$ cat config.mk
export PLATFORM = sky130hd
export DESIGN_NAME = writeback_unit
export DESIGN_NICKNAME = d
export VERILOG_FILES = /design/src/rtl/pipeline_pkg.sv /design/src/rtl/dmem_handshake.sv /design/src/rtl/writeback_unit.sv
export SDC_FILE = /design/constraint.sdc
export NUM_CORES = 1
export LEC_CHECK = 0
export ABC_AREA = 1
export BUFFER_PORTS_ARGS = -buffer_cell sky130_fd_sc_hd__buf_2
export CAP_MARGIN = 40
export CORE_MARGIN = 1.5
export CORE_UTILIZATION = 30
export CTS_BUF_LIST = sky130_fd_sc_hd__clkbuf_16
export CTS_CLUSTER_DIAMETER = 200
export CTS_CLUSTER_SIZE = 10
export DETAILED_ROUTE_END_ITERATION = 6
export PLACE_DENSITY = 0.62
export SKIP_LAST_GASP = 1
export SLEW_MARGIN = 20
export SYNTH_ARGS = -nofsm -noshare
export SYNTH_HDL_FRONTEND = slang
export SYNTH_SLANG_ARGS = --single-unit
$ cat constraint.sdc
create_clock -name clk -period 1.8 [get_ports clk]
set_input_delay 0.27 -clock clk [delete_from_list [all_inputs] [get_ports clk]]
set_output_delay 0.27 -clock clk [all_outputs]
set_load 0.02 [all_outputs]
$ cat src/rtl/pipeline_pkg.sv
// Shared definitions for the writeback stage.
//   wb_state_t     : writeback FSM states.
//   SEL_*          : encodings of the register-file port-1 address select.
//   LR_IDX_DEFAULT : register index written by link instructions.
package pipeline_pkg;

  typedef enum logic [1:0] {
    IDLE = 2'd0,
    WAIT = 2'd1,
    WB   = 2'd2
  } wb_state_t;

  localparam logic [1:0] SEL_RD = 2'b00;
  localparam logic [1:0] SEL_LR = 2'b01;
  localparam logic [1:0] SEL_RN = 2'b10;

  localparam int LR_IDX_DEFAULT = 14;

endpackage

$ cat src/rtl/dmem_handshake.sv
// Data-memory req/ack engine for the writeback stage.
//   clk, rst                     : clock, synchronous active-high reset.
//   start, start_we/addr/wdata   : launch an access (one-cycle pulse).
//   dmem_req/we/addr/wdata       : memory request, held stable until ack.
//   dmem_rdata, dmem_ack         : memory response.
//   done                         : combinational, high in the last WAIT cycle
//                                  (ack seen or timeout reached).
//   acked, rdata                 : result of the finished access.
//   mem_err                      : sticky timeout flag, cleared only by rst.
module dmem_handshake #(
  parameter int ADDR_W  = 8,
  parameter int TIMEOUT = 15
) (
  input  logic              clk,
  input  logic              rst,
  input  logic              start,
  input  logic              start_we,
  input  logic [ADDR_W-1:0] start_addr,
  input  logic [31:0]       start_wdata,
  output logic              dmem_req,
  output logic              dmem_we,
  output logic [ADDR_W-1:0] dmem_addr,
  output logic [31:0]       dmem_wdata,
  input  logic [31:0]       dmem_rdata,
  input  logic              dmem_ack,
  output logic              done,
  output logic              acked,
  output logic [31:0]       rdata,
  output logic              mem_err
);

  localparam int CNT_W = $clog2(TIMEOUT + 1);
  // Counter value during the final permitted WAIT cycle.
  localparam logic [CNT_W-1:0] CNT_LAST = CNT_W'(TIMEOUT - 1);

  logic              req_q;
  logic              we_q;
  logic [ADDR_W-1:0] addr_q;
  logic [31:0]       wdata_q;
  logic [CNT_W-1:0]  cnt_q;
  logic              acked_q;
  logic [31:0]       rdata_q;
  logic              err_q;
  logic              last_cycle;

  // req_q doubles as the "in WAIT" indication.
  assign last_cycle = (cnt_q == CNT_LAST);
  // An ack in the last permitted cycle still counts as success.
  assign done       = req_q & (dmem_ack | last_cycle);

  // NOTE: sequential state uses non-blocking assignments so every flop
  // samples pre-edge values regardless of statement order.
  always_ff @(posedge clk) begin
    if (rst) begin
      req_q   <= 1'b0;
      we_q    <= 1'b0;
      addr_q  <= '0;
      wdata_q <= '0;
      cnt_q   <= '0;
      acked_q <= 1'b0;
      rdata_q <= '0;
      err_q   <= 1'b0;
    end else if (start) begin
      req_q   <= 1'b1;
      we_q    <= start_we;
      addr_q  <= start_addr;
      wdata_q <= start_wdata;
      cnt_q   <= '0;
      acked_q <= 1'b0;
    end else if (req_q) begin
      if (dmem_ack) begin
        req_q   <= 1'b0;
        acked_q <= 1'b1;
        rdata_q <= dmem_rdata;
      end else if (last_cycle) begin
        req_q <= 1'b0;
        err_q <= 1'b1;
      end else begin
        cnt_q <= cnt_q + CNT_W'(1);
      end
    end
  end

  assign dmem_req   = req_q;
  assign dmem_we    = req_q & we_q;
  assign dmem_addr  = addr_q;
  assign dmem_wdata = wdata_q;
  assign acked      = acked_q;
  assign rdata      = rdata_q;
  assign mem_err    = err_q;

endmodule

$ cat src/rtl/writeback_unit.sv
// Final pipeline stage: accepts one instruction per handshake, squashes
// stale-branch instructions, runs the data-memory access and drives the two
// register-file write ports for exactly one cycle (WB).
//   valid_in/ready_out          : upstream handshake.
//   instr_in .. store_data_in   : decoded instruction fields.
//   dmem_*                      : data-memory req/ack interface.
//   w_addr1/w_data1/w_en1       : port 1 (ALU result or link value).
//   w_addr2/w_data2/w_en2       : port 2 (load data).
//   mem_err                     : sticky memory timeout flag.
//   retired                     : one-cycle pulse per completed instruction.
module writeback_unit
  import pipeline_pkg::*;
#(
  parameter int ADDR_W  = 8,
  parameter int TIMEOUT = 15,
  parameter int LR_IDX  = LR_IDX_DEFAULT
) (
  input  logic              clk,
  input  logic              rst,
  input  logic              valid_in,
  output logic              ready_out,
  input  logic [31:0]       instr_in,
  input  logic [6:0]        pc_in,
  input  logic              branch_in,
  input  logic              branch_ref_global,
  input  logic [3:0]        rd_in,
  input  logic [3:0]        rn_in,
  input  logic [1:0]        sel_w_addr1_in,
  input  logic              w_en1_in,
  input  logic              mem_w_en_in,
  input  logic              is_load_in,
  input  logic              sel_pre_indexed_in,
  input  logic [31:0]       alu_result_in,
  input  logic [31:0]       rn_val_in,
  input  logic [31:0]       store_data_in,
  output logic              dmem_req,
  output logic              dmem_we,
  output logic [ADDR_W-1:0] dmem_addr,
  output logic [31:0]       dmem_wdata,
  input  logic [31:0]       dmem_rdata,
  input  logic              dmem_ack,
  output logic [3:0]        w_addr1,
  output logic [31:0]       w_data1,
  output logic              w_en1,
  output logic [3:0]        w_addr2,
  output logic [31:0]       w_data2,
  output logic              w_en2,
  output logic              mem_err,
  output logic              retired
);

  localparam logic [3:0] LR_ADDR = 4'(LR_IDX);

  wb_state_t   state_q, state_n;
  logic        take, is_mem, hs_start, hs_done, hs_acked;
  logic [31:0] hs_rdata;
  logic [ADDR_W-1:0] start_addr;

  logic [6:0]  pc_q;
  logic [3:0]  rd_q, rn_q;
  logic [1:0]  sel_q;
  logic        wen1_q, load_q;
  logic [31:0] alu_q;

  // instr_in is carried for debug only; address bits above ADDR_W are unused.
  logic unused_bits;
  assign unused_bits = ^{instr_in, rn_val_in[31:ADDR_W]};

  assign ready_out  = (state_q == IDLE) | (state_q == WB);
  assign take       = valid_in & ready_out & (branch_in == branch_ref_global);
  assign is_mem     = mem_w_en_in | is_load_in;
  assign hs_start   = take & is_mem;
  assign start_addr = sel_pre_indexed_in ? alu_result_in[ADDR_W-1:0]
                                         : rn_val_in[ADDR_W-1:0];

  always_ff @(posedge clk) begin
    if (rst) state_q <= IDLE;
    else     state_q <= state_n;
  end

  // NOTE: every always_comb output gets a default first so no path leaves a
  // signal unassigned (which would infer a latch).
  always_comb begin
    state_n = state_q;
    unique case (state_q)
      IDLE, WB: begin
        if (take) state_n = is_mem ? WAIT : WB;
        else      state_n = IDLE;  // squashed or no request
      end
      WAIT:     if (hs_done) state_n = WB;
      default:  state_n = IDLE;
    endcase
  end

  always_ff @(posedge clk) begin
    if (rst) begin
      pc_q   <= '0;
      rd_q   <= '0;
      rn_q   <= '0;
      sel_q  <= SEL_RD;
      wen1_q <= 1'b0;
      load_q <= 1'b0;
      alu_q  <= '0;
    end else if (take) begin
      pc_q   <= pc_in;
      rd_q   <= rd_in;
      rn_q   <= rn_in;
      sel_q  <= sel_w_addr1_in;
      wen1_q <= w_en1_in;
      load_q <= is_load_in & ~mem_w_en_in;  // store takes precedence
      alu_q  <= alu_result_in;
    end
  end

  dmem_handshake #(
    .ADDR_W  (ADDR_W),
    .TIMEOUT (TIMEOUT)
  ) u_hs (
    .clk         (clk),
    .rst         (rst),
    .start       (hs_start),
    .start_we    (mem_w_en_in),
    .start_addr  (start_addr),
    .start_wdata (store_data_in),
    .dmem_req    (dmem_req),
    .dmem_we     (dmem_we),
    .dmem_addr   (dmem_addr),
    .dmem_wdata  (dmem_wdata),
    .dmem_rdata  (dmem_rdata),
    .dmem_ack    (dmem_ack),
    .done        (hs_done),
    .acked       (hs_acked),
    .rdata       (hs_rdata),
    .mem_err     (mem_err)
  );

  // Register-port writeback mux, live only in WB.
  always_comb begin
    logic       in_wb;
    logic [3:0] addr1_sel;
    in_wb = (state_q == WB);
    unique case (sel_q)
      SEL_LR:  addr1_sel = LR_ADDR;
      SEL_RN:  addr1_sel = rn_q;
      default: addr1_sel = rd_q;
    endcase
    w_en2   = in_wb & load_q & hs_acked;  // timed-out loads write nothing
    w_addr2 = w_en2 ? rd_q : 4'd0;
    w_data2 = w_en2 ? hs_rdata : 32'd0;
    // Same-register conflict: the load result on port 2 wins.
    w_en1   = in_wb & wen1_q & ~(w_en2 & (addr1_sel == rd_q));
    w_addr1 = in_wb ? addr1_sel : 4'd0;
    w_data1 = '0;
    if (in_wb) w_data1 = (sel_q == SEL_LR) ? {25'd0, pc_q + 7'd1} : alu_q;
    retired = in_wb;
  end

endmodule

==> impl_metrics.env, run 1 <==
export IMPL_status="finished, violations left"
export IMPL_violations="negative setup slack"
export IMPL_synth_main_ff_cell="dfxtp_1"
export IMPL_final_cells=1308
export IMPL_grt_overflow=0
export IMPL_cap_violations=0
export IMPL_cts_root_buffer="clkbuf_16"
export IMPL_clock_sinks=133
export IMPL_grtUsageTotal=0.1709
export IMPL_fin_crit_ns=2.017
export IMPL_regArea_mm2=0.002671
export IMPL_critPathLaunchType="flop"
export IMPL_drive_above_1_share=0.3681
export IMPL_multiInputGateArea_mm2=0.002800
export IMPL_required_ns=1.53
export IMPL_min_delay_path_depth=3
export IMPL_cts_tree="yes"
export IMPL_cts_path_max_buffers=2
export IMPL_worstSkewPairLatency_ns=0.41
export IMPL_setup_viol=60
export IMPL_peakVddDrop_uv=655.3
export IMPL_syn_avg_cell_area_um2=7.143
export IMPL_total_power_w=0.007701
export IMPL_ys_seq_elements=133
export IMPL_fin_ws_ns=-0.2172
export IMPL_worstSetupEndpointType="output pin"
export IMPL_synth_edf_count=0
export IMPL_rrSetupSlack_ns=0.37
export IMPL_final_net_count=1254
export IMPL_syn_inst=807
export IMPL_wl_per_cell_um=14.06
export IMPL_vias_per_cell=4.656
export IMPL_rsz0062_at_grt="yes"
export IMPL_crit_path_top_delay_cell="dfxtp_2"
export IMPL_drc=0
export IMPL_antenna_found_initial=3
export IMPL_fin_skew_ns=0.008877
export IMPL_design_area_mm2=0.008795
export IMPL_syn_nets=1000
export IMPL_gp_congestion=0.8252
export IMPL_dp_cells=1254
export IMPL_placementRows=50
export IMPL_dpl_hpwl_mm=11.62
export IMPL_vias=6090
export IMPL_tightest_slew_ns=0.5309
export IMPL_grt_max_degree=91
export IMPL_crit_cells=10
export IMPL_synth_cell_types=30
export IMPL_synth_area_mm2=0.005764
export IMPL_powerDensity_mw_per_mm2=875.7
export IMPL_cts_clk_slew_worst_paths_ns=0.06
export IMPL_fmax_mhz=495.7
export IMPL_drt_iter0_markers=262
export IMPL_yosys_warnings=0
export IMPL_path_delay_family="simple AND/OR/NAND/NOR gates"
export IMPL_fin_hold_ws_ns=0.09433
export IMPL_place_area_mm2=0.007193
export IMPL_grt_pass1_vias=5482
export IMPL_crit_path_cell_trace="buf_6, ha_4, nor2_4, nand3_2, nand2_2, nor2_1, nand3_1, nand2_1, inv_2, buf_6"
export IMPL_first_pass_iters=7
export IMPL_grt_pass1_wl_mm=27.29
export IMPL_die_h_um=141.6
export IMPL_reg2reg_depth=6
export IMPL_p_leak_nw=3.728
export IMPL_drv_slew=0
export IMPL_cts_buffers=17
export IMPL_hp_class="in -> reg"
export IMPL_synth_seq_area_share=0.4619
export IMPL_die_area_mm2=0.02005
export IMPL_ant_nets=0
export IMPL_area_growth_pct=52.57
export IMPL_core_area_mm2=0.01877
export IMPL_crit_path_frequent_cell="buf_6"
export IMPL_routed_wl_mm=18.38
export IMPL_nFillCells=1865
export IMPL_fin_crit_sh=1.121
export IMPL_place_ws_ns=-0.02426
export IMPL_htree_levels=4
export IMPL_start_util=0.3071
export IMPL_cp_slowest_stage_delay_ns=0.33
export IMPL_cp_max_fo=6
export IMPL_io_buffers=249
export IMPL_die_w_um=141.6
export IMPL_finalHoldViolCount=0
export IMPL_ios=306
export IMPL_async_flop_share=0
export IMPL_relSlewSlack=0.6460
export IMPL_cp_num_buf_inv=3
export IMPL_cp_arrival_ns=1.75
export IMPL_path_class="reg -> out"
[cells by family after synthesis]
family	count (synthesis)	synth area share
buffers and inverters	151	0.1166
AOI/OAI and AO/OA	190	0.1687
adders and majority gates	6	0.01302
xor gates and xnor gates	4	0.006077
DFF	133	0.4619
and+or+nand+nor	323	0.2338
[routing by layer]
layer | global-route usage | wire (um)
met1 | 0.2157 | 8347
met2 | 0.2770 | 8612
met3 | 0.05670 | 1186
met4 | 0.05155 | 212
met5 | 0 | 25
[power by group]
part | total [W] | internal (W) | switching (W) | leakage [nW]
clock network | 0.00332 | 0.00201 | 0.00131 | 0.266
logic | 0.00116 | 0.000459 | 0.000703 | 2.37
registers | 0.00322 | 0.00313 | 0.0000830 | 1.09
[registers in the layout, indices dropped and copies added, names as in the netlist, 4 cells and up]
signal / cells
alu_q: 32
pc_q: 7
rd_q: 4
rn_q: 4
u_hs.cnt_q: 4
u_hs.dmem_addr: 8
u_hs.dmem_wdata: 32
u_hs.rdata: 32
[synthesized netlist by cell type (2+ instances only)]
library cell,count,share of area
nand2_2,3,0.0033
nand3_1,47,0.041
a221oi_1,3,0.0046
a211oi_1,2,0.0026
nor2_1,132,0.086
buf_6,7,0.014
dfxtp_1,133,0.46
clkbuf_1,16,0.010
inv_1,91,0.059
o21ai_1,6,0.0052
nand4_1,2,0.0022
a21oi_1,94,0.082
ha_1,6,0.013
buf_4,7,0.0091
inv_2,5,0.0033
a31oi_1,2,0.0022
o21ai_0,82,0.071
clkbuf_2,3,0.0026
buf_1,3,0.0020
xor2_1,4,0.0061
buf_2,18,0.016
nand2_1,109,0.071
nor3_1,25,0.022
[path summary, 6_finish.rpt]
| kind | from | endpoint |
|---|---|---|
| worst max register to register | state_q[0] | u_hs.mem_err |
| worst max-delay path | sel_q[0] | w_en1 |
| worst min-delay path | store_data_in[3] | u_hs.dmem_wdata[3] |
| worst min register to register | wen1_q | wen1_q |
[layout by cell type, fill, tap and decap left out, types with 3 or more instances in the layout]
master,n
buf_12,9
nand2_1,107
nor3_2,4
nand2_2,4
buf_6,39
xor2_1,4
nor2_2,4
o21ai_1,9
inv_2,6
nor2_4,35
nand3_2,3
nor2_1,95
clkinvlp_4,4
buf_8,3
buf_2,188
nor3_1,21
clkinv_4,3
clkinv_1,3
clkinv_2,3
buf_4,43
nand3_1,43
clkbuf_16,19
dfxtp_1,128
o21ai_0,78
dfxtp_2,4
a21oi_1,94
inv_1,86
[area by class of cell]
| class | count | share of cell area |
|---|---|---|
| tap | 234 | 0.03329 |
| sequential | 133 | 0.3037 |
| multi-input combinational | 523 | 0.3184 |
| antenna | 1 | 0.0002845 |
| inverter | 97 | 0.04553 |
| timing repair inverter | 5 | 0.009674 |
| timing repair buffer | 284 | 0.2249 |
| clock buffer | 17 | 0.04837 |
| clock inverter | 14 | 0.01579 |
[per-stage QoR]
stage	utilization	setup TNS [ns]
global placement	0.3833	-0.003872
floorplan	-	0
global route	0.4686	-11.16
finish	0.4686	-5.746
detailed placement	0.3833	-0.02426
CTS	0.4306	-3.317
[repair_timing]
action	CTS	global route
setup endpoints to repair	72	73
gates resized for setup	104	128
cloned	1	7
setup buffers	2	12
pin swaps	9	15
hold buffers	0	0
[worst register-to-register path, stage by stage, from the launching register on]
cell	delay, ns
dfxtp_2	0.32
buf_4	0.13
nor2_4	0.15
nand4_4	0.14
buf_4	0.26
nand2_1	0.22
o21ai_0	0.10
No activity file was read; power rests on OpenSTA's default activity.
==> run 2: changes to the inputs <==
SYNTH_HIERARCHICAL = 1   (was unset)
==> run 2 against run 1 <==
Net effect: synthesized cell count decreased by 0.99%; combinational power decreased by 4%; core utilization increased by 1.1 points; via count decreased by 1.7%; clock skew increased by 0.00069 ns; the run still ends with negative setup slack left; clock-buffer cell count unchanged; critical path depth decreased by 2; highest routed layer is now met4; largest power group unchanged; non-clock buffer count increased by 6; first-iteration DRC count decreased by 16%; critical path type unchanged.
==> impl_metrics.env, run 2 <==
export IMPL_drv_slew=0
export IMPL_critPathLaunchType="flop"
export IMPL_setup_viol=72
export IMPL_cp_slowest_stage_delay_ns=0.33
export IMPL_rrSetupSlack_ns=0.10
export IMPL_total_power_w=0.007552
export IMPL_synth_area_top_cells="dfxtp_1 46%, nand2_1 11%, a21oi_1 11%, inv_1 7.3%, o21ai_0 4.7%"
export IMPL_worstSkewPairLatency_ns=0.42
export IMPL_p_leak_nw=3.753
export IMPL_cp_arrival_ns=1.75
export IMPL_drc=0
export IMPL_violations="negative setup slack"
export IMPL_syn_avg_cell_area_um2=7.243
export IMPL_area_growth_pct=55.94
export IMPL_r2r_end="u_hs/mem_err"
export IMPL_synth_top_family_by_area="simple AND/OR/NAND/NOR gates"
export IMPL_syn_inst=799
export IMPL_synth_main_ff_cell="dfxtp_1"
export IMPL_crit_path_top_delay_cell="dfxtp_2"
export IMPL_fin_crit_sh=1.125
export IMPL_final_cell_mix="185 x buf_2, 173 x nand2_1, 124 x dfxtp_1, 121 x a21oi_1, 106 x inv_1"
export IMPL_worstSetupEndpointType="output pin"
export IMPL_grtUsageTotal=0.1803
export IMPL_yosys_warnings=6
export IMPL_synthAdderAreaFrac=0.01297
export IMPL_synthSimpleGateAreaFrac=0.2030
export IMPL_dpl_hpwl_mm=12.21
export IMPL_final_common_cell="buf_2"
export IMPL_cp_max_fo=6
export IMPL_fmax_mhz=494.0
export IMPL_async_flop_share=0
export IMPL_gp_congestion=0.8046
export IMPL_grt_pass1_wl_mm=28.52
export IMPL_vias=5985
export IMPL_min_delay_path_depth=3
export IMPL_synth_area_mm2=0.005787
export IMPL_grt_max_degree=103
export IMPL_htree_levels=4
export IMPL_grt_overflow=0
export IMPL_synthXorXnorAreaFrac=0.006054
export IMPL_hp_start="dmem_rdata[17]"
export IMPL_die_w_um=141.9
export IMPL_holdPathEnd="u_hs/rdata[17]"
export IMPL_synth_commonest_cells="174 x nand2_1, 133 x dfxtp_1, 127 x a21oi_1"
export IMPL_required_ns=1.53
export IMPL_synth_top_area_share=0.4601
export IMPL_nFillCells=1841
export IMPL_core_area_mm2=0.01883
export IMPL_drt_iter0_markers=221
export IMPL_peakVddDrop_uv=638.8
export IMPL_finalHoldViolCount=0
export IMPL_syn_nets=992
export IMPL_synth_area_mux_share=0.01557
export IMPL_first_pass_iters=4
export IMPL_start_util=0.3073
export IMPL_status="finished, violations left"
export IMPL_yosysMostFrequentCell="nand2_1"
export IMPL_yosysTopAreaCell="dfxtp_1"
export IMPL_hp_class="in -> reg"
export IMPL_cts_buffers=17
export IMPL_ios=306
export IMPL_cts_path_max_buffers=2
export IMPL_synth_cell_types=29
export IMPL_die_area_mm2=0.02013
export IMPL_cts_tree="yes"
export IMPL_antenna_found_initial=1
export IMPL_crit_path_cell_trace="buf_6, ha_4, nor2_4, nand3_2, nand3_2, nor2_2, a21oi_2, buf_6"
export IMPL_tns_ns=-4.332
export IMPL_reg2reg_depth=9
export IMPL_r2r_start="state_q[0]"
export IMPL_cts_root_buffer="clkbuf_16"
export IMPL_drive_above_1_share=0.4118
export IMPL_synth_seq_area_share=0.4601
export IMPL_fin_skew_ns=0.009570
export IMPL_powerDensity_mw_per_mm2=836.9
export IMPL_rsz0062_at_grt="yes"
export IMPL_path_class="reg -> out"
export IMPL_final_net_count=1251
export IMPL_synth_edf_count=0
export IMPL_grt_pass1_vias=5782
export IMPL_routed_wl_mm=18.81
export IMPL_fin_ws_ns=-0.2243
export IMPL_tightest_slew_ns=0.6420
export IMPL_vias_per_cell=4.493
export IMPL_relSlewSlack=0.5720
export IMPL_ys_seq_elements=133
export IMPL_cap_violations=0
export IMPL_cts_clk_slew_worst_paths_ns=0.07
export IMPL_wl_per_cell_um=14.12
export IMPL_io_buffers=249
export IMPL_fin_crit_ns=2.024
export IMPL_ant_nets=0
export IMPL_placementRows=50
export IMPL_clock_sinks=133
export IMPL_die_h_um=141.9
export IMPL_synth_compound_area_frac=0.1777
run 2: cell count changes after synthesis, sizes merged, moves of 2 or more:
cell	before	now
nand2	112	178
o21ai	88	58
inv	96	114
nor2	134	59
a31oi	2	0
clkbuf	19	15
a21oi	94	134
mux2	0	8
nand3	47	18
run 2: final cells by class:
cell class                      instances  area [um^2]  area share
Timing Repair Buffer                  290         2049      0.2271
Sequential cell                       133         2676      0.2966
Inverter                              115        454.2     0.05033
Tap cell                              260        325.3     0.03605
Clock inverter                         15        122.6     0.01359
Antenna cell                            1        2.502   0.0002773
Clock buffer                           17        425.4     0.04714
Multi-Input combinational cell        501         2968      0.3289
run 2: cells by family after synthesis:
logic type | after synthesis
muxes | 8
buffers and inverters | 165
AOI/OAI and AO/OA | 197
and+or+nand+nor | 286
DFF | 133
xor gates and xnor gates | 4
adders and majority gates | 6
run 2: metal layers:
layer  global-route usage  share of wire  vias up  wire length [um]
met5                    0              0        -                 0
met3              0.06244          0.073       15              1377
met4              0.05426          0.012        0               226
li1                     -              -     3052                 -
met2               0.3148           0.49      199              9234
met1               0.2074           0.42     2719              7970
run 2: power by group:
| part | total [W] | internal (W) | switching, W |
|---|---|---|---|
| logic | 0.00111 | 0.000442 | 0.000670 |
| clock network | 0.00325 | 0.00179 | 0.00146 |
| registers | 0.00319 | 0.00311 | 0.0000805 |
run 2: stage by stage:
step | hold slack [ns] | cells | utilization | instance area [um^2] | setup WS, ns
2_1_floorplan | 0.3324 | 799 | - | 5791 | 0.08329
3_3_place_gp | 0.4343 | 1282 | 0.3896 | 7336 | -0.009976
3_5_place_dp | 0.4379 | 1282 | 0.3896 | 7336 | -0.04331
4_1_cts | 0.07483 | 1330 | 0.4676 | 8806 | -0.2282
5_1_grt | 0.08153 | 1332 | 0.4792 | 9024 | -0.3284
6_report | 0.09644 | 1332 | 0.4792 | 9024 | -0.2243
run 2: how the worst max path moves through the flow:
stage | start | to | slack, ns | cells after the start
floorplan | sel_q[0] | w_addr1[0] | 0.08 | 5
global placement | valid_in | u_hs/mem_err | -0.01 | 10
detailed placement | valid_in | u_hs/mem_err | -0.04 | 10
CTS | sel_q[0] | w_en1 | -0.23 | 8
global route | sel_q[0] | w_en1 | -0.33 | 8
finish | sel_q[0] | w_en1 | -0.22 | 8
run 2: critical path, delay by kind of cell, from the launching register on:
kind	cells	cell delay, ns
AO/OA/AOI/OAI	1	0.14
adder cells (fa/ha/maj)	1	0.18
buffers and inverters	2	0.26
flip-flops	1	0.33
AND/OR/NAND/NOR	4	0.44
run 2: repair_timing:
action	4_1_cts	5_1_grt
resized for setup	214	74
setup buffers	14	7
hold buffers	0	0
pin swaps	16	13
endpoints found under the setup margin	72	146
gates cloned	3	0
==> run 3: changes to the inputs <==
CORE_ASPECT_RATIO = 0.8   (was unset)
clock period = 2.1 ns   (was 1.8 ns; I/O delays follow)
==> run 3 against run 2 <==
Net effect: the run still ends with negative setup slack left; non-clock buffer count is 18 lower; first-iteration DRC count is 50% higher; global-route usage is 1.6 points lower; largest cell class is now flip-flops and latches; sequential share of layout area is 3.7 points higher; worst hold slack better by 0.039 ns.
==> impl_metrics.env, run 3 (same netlist as run 2, synthesis figures left out) <==
export IMPL_cp_arrival_ns=1.83
export IMPL_cts_path_max_buffers=2
export IMPL_highest_layer="met4"
export IMPL_die_h_um=127.2
export IMPL_route_met2_wl_mm=7.514
export IMPL_wl_met3_mm=1.760
export IMPL_fin_hold_ws_ns=0.1352
export IMPL_hp_class="in -> reg"
export IMPL_grt_max_degree=103
export IMPL_final_cells=1314
export IMPL_design_area_mm2=0.008000
export IMPL_tightest_slew_ns=0.4763
export IMPL_drive_above_1_share=0.3368
export IMPL_cts_tree="yes"
export IMPL_drt_iter0_markers=331
export IMPL_vias_per_cell=4.444
export IMPL_peakVddDrop_uv=410.9
export IMPL_cts_hold_fix_buffers=0
export IMPL_die_area_mm2=0.02014
export IMPL_clock_sinks=133
export IMPL_grt_pass1_vias=5214
export IMPL_area_growth_pct=38.25
export IMPL_dpl_hpwl_mm=11.54
export IMPL_io_buffers=249
export IMPL_drc=0
export IMPL_met1Wirelength_mm=7.779
export IMPL_wl_per_cell_um=13.16
export IMPL_die_w_um=158.3
export IMPL_first_pass_iters=4
export IMPL_routed_wl_mm=17.29
export IMPL_cap_violations=0
export IMPL_fin_crit_sh=1.022
export IMPL_worstSetupEndpointType="output pin"
export IMPL_cp_max_fo=6
export IMPL_fin_crit_ns=2.145
export IMPL_status="finished, violations left"
export IMPL_final_net_count=1234
export IMPL_core_area_mm2=0.01892
export IMPL_path_class="reg -> out"
export IMPL_gp_congestion=0.8215
export IMPL_setup_viol=1
export IMPL_rsz0062_at_grt="yes"
export IMPL_vias=5839
export IMPL_nFillCells=2005
export IMPL_htree_levels=4
export IMPL_grt_overflow=0
export IMPL_tns_ns=-0.04522
export IMPL_fin_ws_ns=-0.04522
export IMPL_worstSkewPairLatency_ns=0.42
export IMPL_required_ns=1.78
export IMPL_cts_root_buffer="clkbuf_16"
export IMPL_ios=306
export IMPL_fin_skew_ns=0.008302
export IMPL_grt_pass1_wl_mm=25.89
export IMPL_dp_cells=1271
export IMPL_cts_clk_slew_worst_paths_ns=0.06
export IMPL_grtUsageTotal=0.1646
export IMPL_place_area_mm2=0.007204
export IMPL_violations="negative setup slack"
export IMPL_cts_buffers=17
export IMPL_placementRows=45
export IMPL_ant_nets=0
export IMPL_relSlewSlack=0.6825
export IMPL_drv_slew=0
export IMPL_final_common_cell="buf_2"
export IMPL_finalHoldViolCount=0
export IMPL_antenna_found_initial=2
export IMPL_critPathLaunchType="flop"
export IMPL_p_leak_nw=3.582
export IMPL_start_util=0.3059
export IMPL_powerDensity_mw_per_mm2=802.6
export IMPL_fmax_mhz=466.2
export IMPL_final_cell_mix="246 x buf_2, 174 x nand2_1, 129 x dfxtp_1, 127 x a21oi_1, 107 x inv_1"
run 3: critical path: stages (launching register included):
cell     delay [ns]
dfxtp_4        0.38
inv_4          0.04
ha_4           0.25
nor2_4         0.20
nand3_2        0.12
nand3_2        0.09
nor2_2         0.04
a21oi_1        0.14
buf_4          0.16
run 3: layout make-up:
cell class / count / area [um^2] / share of cell area
Tap cell: 258 / 322.8 / 0.04035
Timing Repair Buffer: 272 / 1455 / 0.1819
Multi-Input combinational cell: 501 / 2515 / 0.3144
Timing Repair inverter: 1 / 8.758 / 0.001095
Inverter: 115 / 460.4 / 0.05755
Clock buffer: 17 / 425.4 / 0.05317
Antenna cell: 2 / 5.005 / 0.0006256
Clock inverter: 15 / 135.1 / 0.01689
Sequential cell: 133 / 2673 / 0.3341
run 3: metrics by stage:
step	utilization	setup WS, ns	total power (W)
4_1_cts	0.4118	-0.06449	0.006481
3_5_place_dp	0.3808	0.1936	0.003555
5_1_grt	0.4229	-0.1480	0.006751
6_report	0.4229	-0.04522	0.006421
2_1_floorplan	-	0.2481	0.003266
3_3_place_gp	0.3808	0.1839	0.003546
run 3: repair_timing:
item                                    CTS  global route
gates cloned                              0             1
pin swaps                                 0            13
resized for setup                        10            36
buffers inserted                          0             8
endpoints found under the setup margin   50            47
run 3: report_power, final:
part,total (W),internal (W),switching [W],leakage (nW)
Combinational,0.000813,0.000311,0.000502,2.22
Clock,0.00287,0.00157,0.00131,0.274
Sequential,0.00274,0.00267,0.0000691,1.09
Total,0.00642,0.00454,0.00188,3.58
run 3: routing by layer:
metal,vias to the layer above,track usage
met5,-,0
met4,0,0.06487
met3,15,0.06886
met2,208,0.2535
met1,2602,0.2032
li1,3014,-
run 3: worst paths after layout:
kind                                         from                  end  slack, ns  depth (start not counted)
worst max register to register         state_q[0]         u_hs/mem_err       0.40                          8
worst max-delay path                     sel_q[0]                w_en1      -0.05                          8
worst min-delay path            store_data_in[12]  u_hs/dmem_wdata[12]       0.14                          3
worst min register to register           alu_q[5]             alu_q[5]       0.44                          2
